**src/rtl/aidc_lite_comp_buf_ex.sv**
```systemverilog
// aidc_lite_comp_buf_ex: byte-enabled staging buffer with valid tracking, write-first registered read, occupancy count
module aidc_lite_comp_buf_ex #(
  parameter int DATA_W = 64,
  parameter int DEPTH = 16,
  localparam int ADDR_W = $clog2(DEPTH),
  localparam int BE_W = DATA_W / 8
) (
  input  logic              clk,
  input  logic              rst_n,
  input  logic              clear_i,
  input  logic              wren_i,
  input  logic [ADDR_W-1:0] waddr_i,
  input  logic [BE_W-1:0]   wbe_i,
  input  logic [DATA_W-1:0] wdata_i,
  input  logic              rden_i,
  input  logic [ADDR_W-1:0] raddr_i,
  output logic [DATA_W-1:0] rdata_o,
  output logic              rvalid_o,
  output logic              rhit_o,
  output logic [ADDR_W:0]   cnt_o,
  output logic              full_o
);
  logic [DATA_W-1:0] mem [DEPTH];
  logic [DEPTH-1:0] vld, vld_cl, vld_nx;
  logic wr_en, hit;
  logic [DATA_W-1:0] base, merged, rd_nx;
  logic [ADDR_W:0] cnt;
  // clear-then-write next state; invalid entries merge onto zero; same-address read forwards merged data
  always_comb begin
    wr_en = wren_i && (wbe_i != '0);
    vld_cl = clear_i ? '0 : vld;
    base = vld_cl[waddr_i] ? mem[waddr_i] : '0;
    merged = base;
    for (int k = 0; k < BE_W; k++)
      if (wbe_i[k]) merged[8*k +: 8] = wdata_i[8*k +: 8];
    vld_nx = wr_en ? (vld_cl | (DEPTH'(1) << waddr_i)) : vld_cl;
    hit = vld_nx[raddr_i];
    rd_nx = (wr_en && waddr_i == raddr_i) ? merged : (hit ? mem[raddr_i] : '0);
  end
  // popcount of the valid vector
  always_comb begin
    cnt = '0;
    for (int i = 0; i < DEPTH; i++) cnt = cnt + (ADDR_W+1)'(vld[i]);
  end
  assign cnt_o = cnt;
  assign full_o = cnt == (ADDR_W+1)'(DEPTH);
  // storage array, deliberately not reset
  always_ff @(posedge clk)
    if (wr_en) mem[waddr_i] <= merged;
  // valid bits and registered read port; rdata/rhit hold when no read
  always_ff @(posedge clk or negedge rst_n)
    if (!rst_n) begin
      vld <= '0;
      rvalid_o <= 1'b0;
      rhit_o <= 1'b0;
      rdata_o <= '0;
    end else begin
      vld <= vld_nx;
      rvalid_o <= rden_i;
      if (rden_i) begin
        rdata_o <= rd_nx;
        rhit_o <= hit;
      end
    end
endmodule

```
**config.mk**
```make
export PLATFORM = sky130hd
export DESIGN_NAME = aidc_lite_comp_buf_ex
export DESIGN_NICKNAME = d
export VERILOG_FILES = /design/src/rtl/aidc_lite_comp_buf_ex.sv
export SDC_FILE = /design/constraint.sdc
export NUM_CORES = 2
export LEC_CHECK = 0
export CAP_MARGIN = 10
export CORE_ASPECT_RATIO = 0.5
export CORE_UTILIZATION = 50
export CTS_CLUSTER_DIAMETER = 30
export DETAILED_ROUTE_END_ITERATION = 8
export GPL_TIMING_DRIVEN = 0
export PLACE_DENSITY = 0.77
export SLEW_MARGIN = 20
export SYNTH_ARGS = -nofsm -noshare
export SYNTH_HDL_FRONTEND = slang
export SYNTH_SLANG_ARGS = --single-unit
```
**constraint.sdc**
```tcl
create_clock -name clk -period 7.28 [get_ports clk]
set_clock_uncertainty 0.15 [all_clocks]
set_input_delay 1.456 -clock clk [delete_from_list [all_inputs] [get_ports clk]]
set_output_delay 1.456 -clock clk [all_outputs]
set_load 0.05 [all_outputs]
```
* After elaboration in Yosys (flattened, before gate mapping)
Memory sizes are Yosys's and may differ from the RTL's. Index checks and enable logic that the tools add are counted.
Storage, ports and cells: word-level logic and storage cells 48, bits in writable memories 1024, output and inout bits 72, memories 1, flip-flop bits (word level) 82, input port bits 85
Operators by class: muxes and demuxes 19, $add $sub $neg 15, reduce and logical (&&, ||, !) cells 3, magnitude comparators 2, eq/ne operators 2, bitwise gates (word level) 1, shifts and indexed selects 1
Memories:
- mem | depth 16, bits a word 64, rd ports 2, clocked after memory_dff 0, wr ports 1, line 23 | logic [DATA_W-1:0] mem [DEPTH];
Operators with widths (number):
- $mux W64 | 3
- $mux W8 | 8
- $add A5 B1 Y5 | 11
- $mux W16 | 2
- $or A16 B16 Y16 | 1
- $shl A1 B4 Y16 const A | 1
- $lt A4 B5 Y1 const B | 2
- $bmux W1 S4 | 2
- $reduce_bool A8 Y1 | 1
- $add A4 B1 Y5 | 1
- $eq A5 B5 Y1 const B | 1
- $add A3 B1 Y4 | 1
- $eq A4 B4 Y1 | 1
- $mux W1 | 4
- $add A2 B1 Y3 | 1
- $add A1 B1 Y2 | 1
- $logic_and A1 B1 Y1 | 2

* Depth between registers and ports, before layout
word-level depth 16, depth in mapped cells 12, mapped depth without buffers 12

* Worst setup path after synthesis
Ideal clock, no wire load.
path type input port to flip-flop, from input wbe_i[7], to register rdata_o[10], data arrival time 8.031 ns, setup time 0.068 ns, path buffers 2, stages on the path 9, slack -0.969 ns, path through or4_1 > clkbuf_1 > o21ai_0 > nor3_1 > o221a_2 > o311a_1 > o211a_1 > clkbuf_1 > a221o_1
Between the ends: longest elaborated chain between the ends 7, elaborated cells on any way between the ends 8
Ends and longest elaborated chain:
- start: declaration | line 13 | input logic [BE_W-1:0] wbe_i,
- $reduce_bool A8 Y1 (*) | line 30 | wr_en = wren_i && (wbe_i != '0);
- $logic_and A1 B1 Y1 (*) | line 30
- $mux W16 | line 36 | vld_nx = wr_en ? (vld_cl | (DEPTH'(1) << waddr_i)) : vld_cl;
- $bmux W1 S4 | line 37 | hit = vld_nx[raddr_i];
- $mux W1 (implied by the code) | line 37
- $mux W64 | line 38 | rd_nx = (wr_en && waddr_i == raddr_i) ? merged : (hit ? mem[raddr_i] : '0);
- $mux W64 (*) | line 38
- end signal: assignment | line 61 | rdata_o <= rd_nx;
- end: declaration | line 17 | output logic [DATA_W-1:0] rdata_o,
Mark *: on every way between the ends. The rest lies on a longest branch, timed or not. The select of a mux whose other input is x is not followed. A chain may end at the register's enable or synchronous reset.

* Final worst setup path
from register vld[0], to output full_o
Between the ends: longest elaborated chain between the ends 16
Ends and longest elaborated chain:
- start: declaration | line 24 | logic [DEPTH-1:0] vld, vld_cl, vld_nx;
- start signal: assignment | line 58 | vld <= vld_nx;
- $add A1 B1 Y2 | line 43 | for (int i = 0; i < DEPTH; i++) cnt = cnt + (ADDR_W+1)'(vld[i]);
- $add A2 B1 Y3 | line 43
- $add A3 B1 Y4 | line 43
- $add A4 B1 Y5 | line 43
- $add A5 B1 Y5 (11 in a row) | line 43
- $eq A5 B5 Y1 | line 46 | assign full_o = cnt == (ADDR_W+1)'(DEPTH);
- end: declaration | line 21 | output logic full_o
No other way between the ends.

==> results.txt <==
Counting flops with a built-in enable in the synthesized netlist gives 1024. The internal portion of total power came out at 12200 uW. The die span in y is ~230 um. For this configuration, the core starts out at a cell density of 50.9%. VDD sags by at most 269 uV. The worst register-to-register path has a depth of 7. The average instance in the mapped netlist occupies approximately 21 um^2.

The detailed placer's ending HPWL came out at 111000 um. The worst hold path class is flip-flop to flip-flop. The number of pins exceeding their max-slew limit in the final report came out at 0. The commonest cells after synthesis are 1024 x edfxtp_1, 643 x mux4_2, 151 x clkbuf_1. The worst setup path is of the flip-flop to primary output kind. The worst hold-check slack is 0.371 ns. Yosys attributes the largest share of cell area to edfxtp_1 60%, mux4_2 28%, dfrtp_1 4.0%, a22o_1 1.1%, o2bb2ai_1 1.1%. After floorplanning, the core was sized to cover 101000 um^2. The weighted congestion reported at the end of routability-driven placement came out at 0.880. The run finished with clean final reports. The layout net count came out at 2885. The worst-skew pair later-pin latency came out at 0.78 ns. The part of the power in combinational logic is 10.5%.

The critical path goes through inv_1, fa_1, fa_1, fa_1, fa_1, inv_1, ha_1, inv_1, fa_1, nor2b_1, o21a_1, nor4b_1, clkdlybuf4s50_1. The maximum net fanout on the critical path came out at 2. The largest total area in the synthesized netlist belongs to edfxtp_1.

The met2 usage came out at about half. The count of pins on the block boundary is 157. The final critical-path required period is 6.86 ns. The final standard cell utilization of the core is about 61%.

TritonCTS built the clock tree. The count of cells along the worst hold path is 1. The final setup violation count is 0.

Summing over every cut layer, the via total after detailed routing is ~33000. The worst path arrival time is about 5.3 ns. The number of resized instances in the post-cts repair step is 0. The worst-case clock buffer depth is 3. For this run, the detailed router's first-pass iteration total came to 6. For this design the ratio of total power to cell area is 264 nW/um^2. The number of cell rows is 82. The quantity of hold-fixing buffers added after cts came out at 0.

For hold timing, the worst endpoint is vld[8]$_DFF_PN0_. For this design, the slowest cell found on the critical path is clkdlybuf4s50_1. Of the total power, the share spent switching nets is 25.1%.

In the final layout, the share of cells above drive strength 1 is between 30% and 40%. The share of the clock period used by the worst path came out at 94.3%. Counting flops and latches in the post-synthesis netlist gives about 1100.

The first global-routing pass estimated 243000 um of wire. Derived from the worst setup path, the maximum achievable clock frequency is 0.146 GHz. Setup repair after global routing left no endpoint under its margin. STA classifies the critical path endpoint as a primary output.

The share of total power dissipated in the clock network is 45.3%. The proportion of netlist area held by the largest area contributor came out at 59.9%. The total power consumption of the routed design came out at 16300 uW.

Yosys instantiated no cell more often than edfxtp_1. The post-synthesis async set-or-reset flop share is 7.41%. Sequential cells burn 44.1% of the power.

In the global route stage, met1 resource usage came out at 41.6%. During synthesis, Yosys emitted a total of 0 warnings. For met3 alone, demand over resource in global routing was 12.3%. The cell that appears most often on the critical path is fa_1. STA classifies the critical path startpoint as a flip-flop.

The global routing stage identified its most utilized layer as met2. The largest net degree at the start of global routing is 46. The worst path required time is 5.67 ns. The residual antenna-violating net count after detailed routing came out at 0. The floorplan die width came out at 455 um. After detailed routing, the average wire length per cell comes to between 40 and 50 um. The hold violation count in the final report came out at 0. The tree is rooted in a clkbuf_16. Buffers added to address setup during post-CTS repair amount to 0. The maximum cell stage delay along the critical path is 0.85 ns.

The number of CTS-inserted buffers is 147. The share of the yosys chip area belonging to registers is between 60% and 70%. The max capacitance violation total is 0. Summed over all cells, the static leakage comes to between 0.015 and 0.02 uW. Broken down by cell family, the worst path's largest delay share belongs to adder cells. The clock drives between 1000 and 1500 sinks. After routing the design area is 61700 um^2.

The initial antenna violation count came out at 7. For this run, the leading register cell type out of synthesis is edfxtp_1. The area added between synthesis and finish is 20.2%. The number of H-tree branching levels came out at 4. The gate count after technology mapping is 2392. The die covers 104000 um^2. The number of global-route vias before repair is 33600. The total overflow reported by the global router came out at 0. The number of input and output port buffers inserted came out at 149. The slew of the pin with the lowest slew margin came out at 1.32 ns. The worst register-to-register path ends at mem[11][22]$_DFFE_PP_.

The post-layout instance count excluding filler cells is roughly 4300. The placed standard-cell area is 56700 um^2. The worst register-to-register path begins at vld[2]$_DFF_PN0_. In this run the register-to-register setup slack is 3.29 ns. The worst slew margin relative to its limit came out at 11.8%. The number of buffers and inverters on the critical path is 4. The number of distinct standard cells referenced by the synthesized netlist is 51. The cell count after placement is 3978. The switching power of the nets came out at a little over 4000 uW. The starting DRC count in detailed routing came out at about 6000.

The count of unresolved DRC violations after routing came out at 0. Synthesis produced a netlist with a net count of around 2500. The post-synthesis instance area is 51400 um^2.

Wires add up to 174000 um. The startpoint of the tightest hold check path is vld[8]$_DFF_PN0_. The overall global routing resource usage came out at 33.7%. Dividing the detail-routed via count by the number of cells gives 7.67. The clock-pin slew of the registers on the worst-case setup and hold paths came out at 0.05 ns.
==> logic make-up after synthesis <==
logic type	count (synthesis)	synth area share, %
flip-flops	1106	63.9
AO/OA/AOI/OAI	246	4.12
AND/OR/NAND/NOR	140	1.35
XOR/XNOR	6	0.102
multiplexers	646	28.3
buffers and inverters	233	1.79
adder cells (fa/ha/maj)	15	0.512
==> power groups by stage <==
stage	Clock, uW	Combinational, uW	Sequential, uW
floorplan	0	871	7430
global placement	0	1580	7320
detailed placement	0	1660	7310
CTS	7350	1670	7190
global route	7620	1750	7190
finish	7390	1720	7190
==> worst register-to-register path, cell delays in order, from the launching register on <==
cell      delay [ns]
dfrtp_1         0.45
mux4_2          0.52
o21ai_0         0.22
a21oi_1         0.10
a31oi_2         0.60
clkbuf_2        0.61
nor2_1          0.42
a22o_1          0.56
==> registers in the layout (all words and copies together) (netlist names) <==
name / count
mem: 1024
rdata_o: 64
rhit_o: 1
rvalid_o: 1
vld: 16
==> metrics by stage <==
| stage | setup WS, ns | TNS (ns) |
|---|---|---|
| floorplan | 0.469 | 0 |
| global placement | -4.28 | -3308.39 |
| detailed placement | 0.711 | 0 |
| CTS | 0.411 | 0 |
| global route | 0.151 | 0 |
| finish | 0.417 | 0 |
==> worst max-delay path by stage <==
| stage | startpoint | endpoint | slack (ns) | cells after the start |
|---|---|---|---|---|
| 2_1_floorplan | vld[11]$_DFF_PN0_ | full_o | 0.47 | 12 |
| 3_3_place_gp | wbe_i[3] | rdata_o[13]$_DFFE_PN0P_ | -4.28 | 10 |
| 3_5_place_dp | waddr_i[1] | mem[15][30]$_DFFE_PP_ | 0.71 | 9 |
| 4_1_cts | vld[15]$_DFF_PN0_ | full_o | 0.41 | 13 |
| 5_1_grt | vld[0]$_DFF_PN0_ | full_o | 0.15 | 13 |
| 6_report | vld[0]$_DFF_PN0_ | full_o | 0.42 | 13 |
==> placed cells by master, fill, tap and decap left out, drive strengths merged, types with 2 or more instances in the layout <==
cell           Yosys  layout
edfxtp          1024    1024
mux4             643     643
clkbuf           151     337
clkdlybuf4s50      0     148
buf               50     138
dfrtp             82      82
nand3             76      76
a22o              65      65
o2bb2ai           65      65
a221o             56      56
inv               32      56
clkinv             0      49
nor2              27      27
o21ai             14      14
bufinv             0      13
a21oi             12      12
nor3              12      12
o22ai             11      11
fa                10      10
clkinvlp           0      10
nand2b             7       7
nand2              7       7
ha                 5       5
xnor2              4       4
o211ai             4       4
diode              0       3
a21o               3       3
nor2b              2       2
mux2i              2       2
or4                2       2
o221ai             2       2
o211a              2       2
xor2               2       2
nor4               2       2
==> layout make-up <==
| type | count | area, um^2 |
|---|---|---|
| timing repair buffer | 244 | 3420 |
| fill | 6676 | 39200 |
| inverter | 32 | 120 |
| clock buffer | 178 | 3990 |
| buffer | 201 | 882 |
| tap | 1344 | 1680 |
| antenna | 3 | 7.51 |
| multi-input combinational | 1053 | 17800 |
| sequential | 1106 | 32800 |
| clock inverter | 96 | 1000 |
==> per-layer routing <==
layer	up-vias	part of all wire (%)
met3	822	16
met5	-	0.011
met4	4	7.0
met1	16700	31
met2	3560	46
li1	11600	-
No activity file was read; power rests on OpenSTA's default activity.
